==> config.mk <==
export PLATFORM = sky130hd
export DESIGN_NAME = wb_stage
export DESIGN_NICKNAME = d
export VERILOG_FILES = /design/src/rtl/wb_stage.sv
export SDC_FILE = /design/constraint.sdc
export NUM_CORES = 1
export LEC_CHECK = 0
export CORE_MARGIN = 3
export CORE_UTILIZATION = 54
export CTS_BUF_LIST = sky130_fd_sc_hd__clkbuf_16
export DETAILED_ROUTE_END_ITERATION = 7
export GPL_TIMING_DRIVEN = 1
export PLACE_DENSITY = 0.86
export SLEW_MARGIN = 0
export SYNTH_ARGS = -nofsm -noshare
export SYNTH_HDL_FRONTEND = slang
export SYNTH_SLANG_ARGS = --single-unit
==> constraint.sdc <==
create_clock -name clk -period 7.75 [get_ports clk]
set_input_delay 0.775 -clock clk [delete_from_list [all_inputs] [get_ports clk]]
set_output_delay 0.775 -clock clk [all_outputs]
set_load 0.03 [all_outputs]
==> src/rtl/wb_stage.sv <==
// Writeback stage: registers the MEM result and owns the single register-file write port.
// Multicycle-unit results queue in a small FIFO, with anti-starvation forcing against MEM writes.
module wb_stage #(
  parameter int unsigned FU_FIFO_DEPTH = 2,
  parameter int unsigned STARVE_LIMIT  = 3
) (
  input  logic        clk,
  input  logic        rst,
  input  logic        mem_stall_in,
  input  logic [31:0] alu_in,
  input  logic [31:0] mem_in,
  input  logic [3:0]  Z_in,
  input  logic [3:0]  cntrl_w_in,
  input  logic        fu_valid_in,
  input  logic [3:0]  fu_Z_in,
  input  logic [31:0] fu_data_in,
  output logic        fu_stall_out,
  output logic        wb_stall_out,
  output logic        rf_we_out,
  output logic [3:0]  rf_waddr_out,
  output logic [31:0] rf_wdata_out,
  output logic        halt_out,
  output logic        overflow_out,
  output logic [31:0] retire_cnt_out
);
  localparam int unsigned PtrW = (FU_FIFO_DEPTH > 1) ? $clog2(FU_FIFO_DEPTH) : 1;
  localparam int unsigned CntW = $clog2(FU_FIFO_DEPTH + 1);
  localparam int unsigned StW  = (STARVE_LIMIT > 0) ? $clog2(STARVE_LIMIT + 1) : 1;

  logic            valid_q, regwrite_q, memtoreg_q, halt_instr_q;
  logic [31:0]     alu_q, mem_q;
  logic [3:0]      z_q;
  logic [3:0]      fifo_z_q    [FU_FIFO_DEPTH];
  logic [31:0]     fifo_data_q [FU_FIFO_DEPTH];
  logic [PtrW-1:0] rd_ptr_q, wr_ptr_q;
  logic [CntW-1:0] count_q, count_d;
  logic [StW-1:0]  starve_q, starve_d;
  logic            halt_q, overflow_q;
  logic [31:0]     retire_cnt_q;

  logic mem_req, fifo_req, fifo_full, force_fifo;
  logic grant_fifo, grant_mem, wb_hold, wb_retire, push;

  // Bit 2 of the writeback control word carries no meaning in this stage.
  logic unused_reserved;
  assign unused_reserved = cntrl_w_in[2];

  always_comb begin
    mem_req    = valid_q & regwrite_q & (z_q != 4'd0);
    fifo_req   = (count_q != '0);
    fifo_full  = (count_q == CntW'(FU_FIFO_DEPTH));
    force_fifo = fifo_req & (starve_q == StW'(STARVE_LIMIT));
    grant_fifo = force_fifo | (fifo_req & ~mem_req);
    grant_mem  = ~force_fifo & mem_req;
    wb_hold    = force_fifo & mem_req;
    wb_retire  = valid_q & ~wb_hold;
    push       = fu_valid_in & ~fifo_full;
  end

  always_comb begin
    count_d = count_q;
    if (push && !grant_fifo) begin
      count_d = count_q + CntW'(1);
    end else if (!push && grant_fifo) begin
      count_d = count_q - CntW'(1);
    end
    starve_d = '0;
    if (fifo_req && !grant_fifo) begin
      starve_d = (starve_q == StW'(STARVE_LIMIT)) ? starve_q : starve_q + StW'(1);
    end
  end

  always_ff @(posedge clk or negedge rst) begin
    if (!rst) begin
      valid_q      <= 1'b0;
      regwrite_q   <= 1'b0;
      memtoreg_q   <= 1'b0;
      halt_instr_q <= 1'b0;
      alu_q        <= '0;
      mem_q        <= '0;
      z_q          <= '0;
    end else if (!wb_hold) begin
      valid_q      <= ~mem_stall_in;
      regwrite_q   <= cntrl_w_in[0];
      memtoreg_q   <= cntrl_w_in[1];
      halt_instr_q <= cntrl_w_in[3];
      alu_q        <= alu_in;
      mem_q        <= mem_in;
      z_q          <= Z_in;
    end
  end

  always_ff @(posedge clk or negedge rst) begin
    if (!rst) begin
      rd_ptr_q     <= '0;
      wr_ptr_q     <= '0;
      count_q      <= '0;
      starve_q     <= '0;
      halt_q       <= 1'b0;
      overflow_q   <= 1'b0;
      retire_cnt_q <= '0;
    end else begin
      if (push) begin
        wr_ptr_q <= wr_ptr_q + PtrW'(1);
      end
      if (grant_fifo) begin
        rd_ptr_q <= rd_ptr_q + PtrW'(1);
      end
      count_q      <= count_d;
      starve_q     <= starve_d;
      retire_cnt_q <= retire_cnt_q + 32'(wb_retire) + 32'(grant_fifo);
      if (wb_retire && halt_instr_q) begin
        halt_q <= 1'b1;
      end
      if (fu_valid_in && fifo_full) begin
        overflow_q <= 1'b1;
      end
    end
  end

  // Payload storage needs no reset; occupancy is tracked by count_q.
  always_ff @(posedge clk) begin
    if (push) begin
      fifo_z_q[wr_ptr_q]    <= fu_Z_in;
      fifo_data_q[wr_ptr_q] <= fu_data_in;
    end
  end

  always_comb begin
    rf_we_out    = 1'b0;
    rf_waddr_out = '0;
    rf_wdata_out = '0;
    if (grant_fifo) begin
      rf_we_out    = 1'b1;
      rf_waddr_out = fifo_z_q[rd_ptr_q];
      rf_wdata_out = fifo_data_q[rd_ptr_q];
    end else if (grant_mem) begin
      rf_we_out    = 1'b1;
      rf_waddr_out = z_q;
      rf_wdata_out = memtoreg_q ? mem_q : alu_q;
    end
  end

  assign fu_stall_out   = fifo_full;
  assign wb_stall_out   = wb_hold;
  assign halt_out       = halt_q;
  assign overflow_out   = overflow_q;
  assign retire_cnt_out = retire_cnt_q;

endmodule

# --- After elaboration in Yosys (flattened, before gate mapping) ---
# Memories as Yosys holds them, arrays and structs flattened.
# Cells that the tools add are included.
classes:
  bitwise: 14
  n_reduce_logical: 10
  eq_ne: 3
  n_mux: 13
  n_shift: 0
  magnitude_cmp: 0
  n_div: 0
  multipliers: 0
  add_sub_neg: 7
ops:
  columns: ["cell", "count"]
  rows:
  - ["$mux 32", 3]
  - ["$add 32x1->32", 2]
  - ["$and 1x1->1", 8]
  - ["$mux 2", 4]
  - ["$mux 4", 2]
  - ["$logic_and 1x1->1", 5]
  - ["$not 1->1", 5]
  - ["$add 2x1->2 const B", 2]
  - ["$eq 2x2->1 const B", 2]
  - ["$mux 1", 4]
  - ["$reduce_bool 2->1", 2]
  - ["$reduce_bool 4->1", 1]
  - ["$add 1x1->1 const B", 2]
  - ["$logic_not 1->1", 2]
  - ["$ne 2x2->1 const B", 1]
  - ["$sub 2x1->2 const B", 1]
  - ["$or 1x1->1", 1]
word_totals:
  romBits: 0
  mem_count: 2
  word_cells: 63
  mem_bits_rw: 72
  ff_bits: 112
  latchBits: 0
  out_inout_bits: 73
memory_table:
  columns: ["memory", "words", "width", "read_ports", "rd_clocked_by_memory_dff", "write_ports", "line_no", "source"]
  rows:
  - ["fifo_data_q", 2, 32, 1, 0, 1, "34", "logic [31:0] fifo_data_q [FU_FIFO_DEPTH];"]
  - ["fifo_z_q", 2, 4, 1, 0, 1, "33", "logic [3:0] fifo_z_q [FU_FIFO_DEPTH];"]

# --- Logic depth before layout (Yosys ltp) ---
# Gate-level depths: netlist of the first run.
depth:
  depth_word: 8
  ltp_mapped: 14

# --- Worst setup path after synthesis of the first run ---
# Ideal clock, no wire load.
synth_path:
  kind: "register -> register"
  from: "register z_q[0]"
  to: "register retire_cnt_q[24], in the netlist retire_cnt_out[24]"
  setup_ns: 0.080
  arrival_time_ns: 3.213
  stages_incl_launch_ff: 15
  t_required_ns: 7.670
  synth_period_minus_slack_ns: 3.294
  path_buffers: 3
  path_slack_ns: 4.456
  path_cell_list: "dfrtp_1 > or4_1 > nand3_1 > or2_2 > buf_6 > buf_6 > nand2_1 > fa_1 > inv_1 > ha_1 > nand3_1 > or4_1 > buf_6 > nor3_2 > xor2_1"
synth_via:
  elab_chain_len: 7
synth_rtl:
  columns: ["element", "line_no", "source"]
  rows:
  - ["start, declared", "32", "logic [3:0] z_q;"]
  - ["start signal, assigned", "89", "z_q <= Z_in;"]
  - ["$reduce_bool 4->1 (*)", "49", "mem_req = valid_q & regwrite_q & (z_q != 4'd0);"]
  - ["$and 1x1->1 (*)", "49", null]
  - ["$and 1x1->1", "55", "wb_hold = force_fifo & mem_req;"]
  - ["$not 1->1", "56", "wb_retire = valid_q & ~wb_hold;"]
  - ["$and 1x1->1", "56", null]
  - ["$add 32x1->32", "111", "retire_cnt_q <= retire_cnt_q + 32'(wb_retire) + 32'(grant_fifo);"]
  - ["$add 32x1->32 (*)", "111", null]
  - ["end signal, assigned", "111", null]
  - ["end, declared", "39", "logic [31:0] retire_cnt_q;"]
# Mark *: on every way between the ends. The rest lies on a longest branch, timed or not.
# A chain may end at the register's enable or synchronous reset.

# --- Worst setup path in the final report of the first run ---
layout_path:
  from: "register starve_q[0]"
  to: "output rf_wdata_out[14]"
layout_via:
  elab_chain_len: 6
layout_rtl:
  columns: ["element", "line_no", "source"]
  rows:
  - ["start, declared", "37", "logic [StW-1:0] starve_q, starve_d;"]
  - ["start signal, assigned", "110", "starve_q <= starve_d;"]
  - ["$eq 2x2->1 (*)", "52", "force_fifo = fifo_req & (starve_q == StW'(STARVE_LIMIT));"]
  - ["$and 1x1->1 (*)", "52", null]
  - ["$not 1->1", "54", "grant_mem = ~force_fifo & mem_req;"]
  - ["$and 1x1->1", "54", null]
  - ["$mux 32", "137", "end else if (grant_mem) begin"]
  - ["$mux 32 (*)", "133", "if (grant_fifo) begin"]
  - ["end, declared", "21", "output logic [31:0] rf_wdata_out,"]
# Marks and branches as above.

==> out/metrics.csv, run 1 <==
stage;metric;value;unit
outcome;outcome;complete, no violations;
worst_setup_path;Critical Path Sink Type;output port;
final_layout;n_diodes;0;
final_layout;post-route design area;0.0102;mm^2
drt;vias per cell;5.57;
synth;Syn Nets;632;
drt;DRT met1 WL;7100;um
worst_setup_path;critical path peak fanout;29;
drt;uppermost routed layer;met4;
synth;synth warn;0;
drt;Remaining DRCs;0;
drt;Initial DRC Count;284;
synth;Avg Synthesized Cell Area;15.0;um^2
grt;GR Overflow Total;0;
power;P_leak;4.20;nW
floorplanning;die height;126;um
worst_setup_path;WP data arrival;3.08;ns
sta;Max Slew Vio Count;0;
drt;Final ANT Viol Nets;0;
worst_setup_path;Reg2Reg Launch Point;z_q[0];
clock_tree;post-CTS setup buffer count;0;
worst_setup_path;CP max-delay cell;clkdlybuf4s50_1;
clock_tree;clk slew on worst S/H paths;0.06;ns
floorplanning;num rows;43;
final_layout;Filler Cells Inserted;898;
final_layout;Area growth, synth to finish;32.2;%
final_layout;FF+latch area;0.00497;mm^2
clock_tree;CTS tree;yes;
sta;relative slew slack;25.8;%
drt;wire length on met2;9080;um
worst_setup_path;delay-heaviest family, CP;buffers and inverters;
synth;Yosys cell types;36;
power;VDD IR-drop max;0.205;mV
min_path;Worst Hold Class;in -> async;
floorplanning;Initial Util;55.4;%
drt;Vias;4959;
sta;RSZ-0062 raised after global routing;false;
worst_setup_path;CP bufs+invs;2;
placement;PortBufs;183;
power;power density over the cells;294;mW/mm^2
floorplanning;Die W;126;um
floorplanning;Die Footprint;0.0158;mm^2
sta;Fin. Hold Viols;0;
clock_tree;Worst-Skew Late Latency;0.42;ns
drt;met3 wire length;1550;um
grt;number of global-route vias before repair;5406;
synth;ys async rst share;60.9;%
drt;total wire length;17900;um
synth;EDFF count, synth;72;
final_layout;layout cell share with drive strength beyond 1;16.6;%
sta;final setup vio count;0;
worst_setup_path;Setup crit start;starve_q[0];
grt;global-route wire length before repair;28500;um
clock_tree;H-tree levels;4;
placement;Final GP Congestion;0.834;
sta;Final Skew;0.00759;ns
clock_tree;# clock sinks;184;
clock_tree;# hold bufs at CTS;0;
synth;Mapped Cells;516;
drt;router iterations before antenna repair;5;
floorplanning;IO Count;185;
worst_setup_path;startpoint types;flip-flop;
worst_setup_path;critical path class;reg -> out;
synth;Yosys reg bits;184;
grt;Tot GR Track Use;23.2;%
final_layout;area of the multi-input gates;0.00257;mm^2
worst_setup_path;cell breakdown of the critical path;ha_1, o21ai_0, nand4_1, buf_4, o22ai_1, clkdlybuf4s50_1;
worst_setup_path;Worst EP required;6.97;ns
sta;Final min period;3.86;ns
sta;f_max;259;MHz
synth;sequential element share of the synthesized area;64.3;%
final_layout;fin util;73.3;%
clock_tree;clock buffer depth;2;
placement;Placed Area;0.00968;mm^2
sta;worst-margin pin slew;1.11;ns
worst_setup_path;Max stage delay on crit path;0.71;ns
clock_tree;Num CTS Buffers;17;
sta;setup tns final;0;ns
sta;crit share post-route;49.8;%
grt;largest net degree at the start of global routing;74;
floorplanning;core area;0.0139;mm^2
grt;initial antenna violation count;0;
job;Max-Cap Viols;0;
placement;dpl hpwl;11800;um
final_layout;Nets;813;
synth;Top FF cell, synth;dfrtp_1;
drt;DR WL/cell;20.2;um
clock_tree;CTS resizes;0;
clock_tree;CTS root buf;clkbuf_16;
synth;Synth Cell Area;0.00772;mm^2
==> cell usage after synthesis, types with 4 or more instances <==
cell      instances  area, um^2
xor2_1           17         149
nor3_1            6        30.0
mux2i_1          68         681
edfxtp_1         72        2160
nand3_1          12        60.1
clkbuf_1         11        41.3
buf_6             7        78.8
dfrtp_1         112        2800
mux2_2           70         788
xnor2_1          18         158
inv_1            14        52.6
nand2_1          13        48.8
nor2_1            9        33.8
nand4_1           8        50.1
buf_2             7        35.0
nor4_1            4        25.0
o22ai_1          37         231
==> stage by stage <==
| stage | power, mW | setup WS [ns] | std cells | hold WS [ns] |
|---|---|---|---|---|
| 2_1_floorplan | 1.83 | 4.46 | 516 | 0.419 |
| 3_3_place_gp | 2.22 | 4.28 | 858 | 0.431 |
| 3_5_place_dp | 2.24 | 4.15 | 858 | 0.444 |
| 4_1_cts | 3.02 | 3.84 | 890 | 0.350 |
| 5_1_grt | 3.12 | 3.76 | 890 | 0.378 |
| 6_report | 3.00 | 3.89 | 890 | 0.349 |
==> path summary, 6_finish.rpt <==
check,to,slack [ns],cells past startpoint
hold / removal,mem_q[10],0.35,1
setup reg to reg,retire_cnt_out[28],4.12,11
max in group asynchronous,rd_ptr_q,6.06,2
min in group clk,overflow_out,0.47,1
hold reg to reg,overflow_out,0.47,1
setup / recovery,rf_wdata_out[14],3.89,6
==> state kept, by name, summed over array words and instances (netlist names), 2 cells and up <==
register,count
fifo_data_q,64
alu_q,32
mem_q,32
retire_cnt_out,32
fifo_z_q,8
z_q,4
count_q,2
starve_q,2
==> routing by layer <==
layer  global-route usage (%)  vias to the layer above
met4                     7.53                        0
met3                     8.20                       24
met1                     28.1                     2494
met5                        0                        -
li1                         -                     2261
met2                     39.2                      180
==> cell usage in the layout (no fill, tap or decap), drive strengths merged, types with 2 or more instances in the layout <==
master,synthesis,final
buf,15,6
clkbuf,11,17
dfrtp,112,112
ha,3,3
xor2,17,17
nor2,9,9
and3,6,6
nand3,12,12
or4,3,3
nand4,9,9
nand2,13,13
inv,14,19
nand2b,2,2
xnor2,18,18
nor3,9,9
edfxtp,72,72
o22ai,37,37
mux2,70,70
mux2i,68,68
nor4,6,6
clkinv,0,9
clkdlybuf4s50,0,182
==> kinds of logic after synthesis <==
family	count (synthesis)	synth area share, %
AO/OA/AOI/OAI	40	3.27
XOR/XNOR	35	3.97
adder cells (fa/ha/maj)	4	0.745
buffers and inverters	40	2.74
flip-flops	184	64.3
multiplexers	138	19.0
AND/OR/NAND/NOR	75	5.98
==> report_power, final <==
group          internal, mW  total (mW)  switching, mW  leakage, nW
logic                 0.407       0.941          0.534         1.89
clock network         0.431       0.772          0.340        0.280
registers              1.17        1.28          0.112         2.03
total                  2.01        3.00          0.986         4.20
==> cell type report <==
cell class                      instances  share of cell area [%]
Timing Repair Buffer                  188                    18.3
Tap cell                              180                    2.21
Clock inverter                         15                   0.956
Inverter                               14                   0.515
Clock buffer                           17                    4.17
Sequential cell                       184                    48.7
Multi-Input combinational cell        292                    25.2
Note: power is estimated with default switching activity, not from simulation.
==> run 2: changes to the inputs <==
--- a/config.mk
+++ b/config.mk
@@ -6,11 +6,11 @@
 export NUM_CORES = 1
 export LEC_CHECK = 0
 export CORE_MARGIN = 3
-export CORE_UTILIZATION = 54
+export CORE_UTILIZATION = 45
 export CTS_BUF_LIST = sky130_fd_sc_hd__clkbuf_16
 export DETAILED_ROUTE_END_ITERATION = 7
 export GPL_TIMING_DRIVEN = 1
-export PLACE_DENSITY = 0.86
+export PLACE_DENSITY = 0.76
 export SLEW_MARGIN = 0
 export SYNTH_ARGS = -nofsm -noshare
 export SYNTH_HDL_FRONTEND = slang
==> constraint.sdc (replaced) <==
create_clock -name clk -period 3.3 [get_ports clk]
set_input_delay 0.33 -clock clk [delete_from_list [all_inputs] [get_ports clk]]
set_output_delay 0.33 -clock clk [all_outputs]
set_load 0.03 [all_outputs]
==> out/metrics.csv, run 2 (synthesized netlist as in run 1, its figures left out) <==
stage;metric;value;unit
worst_setup_path;Critical Path Sink Type;output port;
sta;worst-margin pin slew;0.954;ns
worst_setup_path;Setup crit start;z_q[0];
clock_tree;Num CTS Buffers;17;
final_layout;n_diodes;0;
power;VDD IR-drop max;0.538;mV
drt;DR WL/cell;19.3;um
job;Max-Cap Viols;0;
worst_setup_path;R2R depth;12;
grt;GR Overflow Total;0;
final_layout;Area growth, synth to finish;34.5;%
final_layout;Nets;822;
final_layout;layout cell share with drive strength beyond 1;17.9;%
placement;Place WS;0.00197;ns
drt;Remaining DRCs;0;
worst_setup_path;Worst EP required;2.97;ns
sta;setup slack after layout;0.0714;ns
drt;total wire length;18100;um
sta;Final Skew;0.00765;ns
drt;wire length on met2;8950;um
outcome;outcome;complete, no violations;
floorplanning;IO Count;185;
floorplanning;Die Footprint;0.0188;mm^2
worst_setup_path;critical path class;reg -> out;
worst_setup_path;cell breakdown of the critical path;or4_4, nand3_2, o22ai_4, buf_4, o22ai_1, clkdlybuf4s50_1;
floorplanning;Initial Util;46.2;%
drt;met3 wire length;1430;um
sta;Final min period;3.23;ns
worst_setup_path;startpoint types;flip-flop;
min_path;Worst Hold Class;reg -> reg;
clock_tree;clk slew on worst S/H paths;0.06;ns
final_layout;commonest non-fill, non-tap cells in the layout;178 x clkdlybuf4s50_1, 110 x dfrtp_1, 72 x edfxtp_1;
drt;DRT met1 WL;7500;um
floorplanning;core area;0.0167;mm^2
worst_setup_path;R2R Setup Slk;0.12;ns
worst_setup_path;Critical Path Sink;rf_wdata_out[24];
sta;Max Slew Vio Count;0;
grt;initial antenna violation count;1;
floorplanning;num rows;47;
clock_tree;CTS tree;yes;
grt;largest net degree at the start of global routing;75;
power;Tot Pwr;7.09;mW
sta;f_max;310;MHz
placement;PortBufs;183;
grt;global-route wire length before repair;27500;um
worst_setup_path;critical path peak fanout;38;
drt;uppermost routed layer;met5;
final_layout;Largest register FFs;64;
drt;router iterations before antenna repair;4;
sta;crit share post-route;97.8;%
clock_tree;# clock sinks;184;
worst_setup_path;CP max-delay cell;clkdlybuf4s50_1;
grt;number of global-route vias before repair;5223;
clock_tree;H-tree levels;4;
drt;Initial DRC Count;218;
clock_tree;post-CTS setup buffer count;0;
floorplanning;Die W;137;um
placement;Final GP Congestion;0.897;
drt;vias per cell;5.28;
drt;Vias;4962;
sta;final setup vio count;0;
placement;dpl hpwl;12200;um
final_layout;commonest non-fill, non-tap cell in the layout;clkdlybuf4s50_1;
clock_tree;CTS root buf;clkbuf_16;
power;power density over the cells;683;mW/mm^2
sta;relative slew slack;36.4;%
worst_setup_path;WP data arrival;2.90;ns
grt;Tot GR Track Use;19.2;%
sta;Fin. Hold Viols;0;
worst_setup_path;Max stage delay on crit path;0.72;ns
clock_tree;clock buffer depth;2;
worst_setup_path;Reg2Reg Launch Point;z_q[0];
worst_setup_path;r2r endpoint;retire_cnt_out[24];
power;P_leak;4.28;nW
drt;Final ANT Viol Nets;0;
clock_tree;Worst-Skew Late Latency;0.42;ns
floorplanning;die height;137;um
sta;WHS;0.439;ns
sta;setup tns final;0;ns
final_layout;Largest Register;fifo_data_q;
[run 2: worst min-delay path by stage]
stage	from	end	slack, ns	cells after the start
3_3_place_gp	rst	overflow_out	0.37	1
3_5_place_dp	rst	overflow_out	0.38	1
6_report	starve_q[0]	starve_q[0]	0.44	1
2_1_floorplan	rst	alu_q[0]	0.03	0
4_1_cts	mem_stall_in	valid_q	0.42	2
5_1_grt	mem_stall_in	valid_q	0.43	2
[run 2: final cells by class]
cell class,instances,area [um^2]
Fill cell,1232,6320
Clock buffer,17,425
Timing Repair Buffer,197,1970
Multi-Input combinational cell,292,2580
Tap cell,220,275
Inverter,14,52.6
Sequential cell,184,4970
Clock inverter,15,115
[run 2: power by group]
part           switching, mW  internal [mW]  leakage (nW)
combinational           1.32          0.980          1.99
clock                  0.824           1.02         0.261
sequential             0.189           2.75          2.03
[run 2: through the flow]
stage	utilization (%)	cell area (um^2)	std cells
CTS	62.1	10400	939
finish	62.2	10400	939
global placement	58.7	9810	906
global route	62.2	10400	939
detailed placement	58.7	9810	906
floorplan	-	7720	516
[run 2: routing by layer]
| metal | vias to the layer above | global-route usage (%) |
|---|---|---|
| met3 | 21 | 6.47 |
| met2 | 158 | 31.9 |
| li1 | 2294 | - |
| met4 | 2 | 6.15 |
| met1 | 2487 | 23.7 |
| met5 | - | 0 |
[run 2: critical path: cells and delay by family, from the launching register on]
| family | cells | cell delay [ns] |
|---|---|---|
| AOI/OAI and AO/OA | 2 | 0.36 |
| DFF | 1 | 0.40 |
| buffers and inverters | 2 | 1.02 |
| and+or+nand+nor | 2 | 0.69 |
[run 2: what timing repair did]
item / CTS / global route
hold endpoints to repair: 43 / 0
gates resized for setup: 3 / 6
endpoints found under the setup margin: 11 / 16
hold buffers: 1 / 0
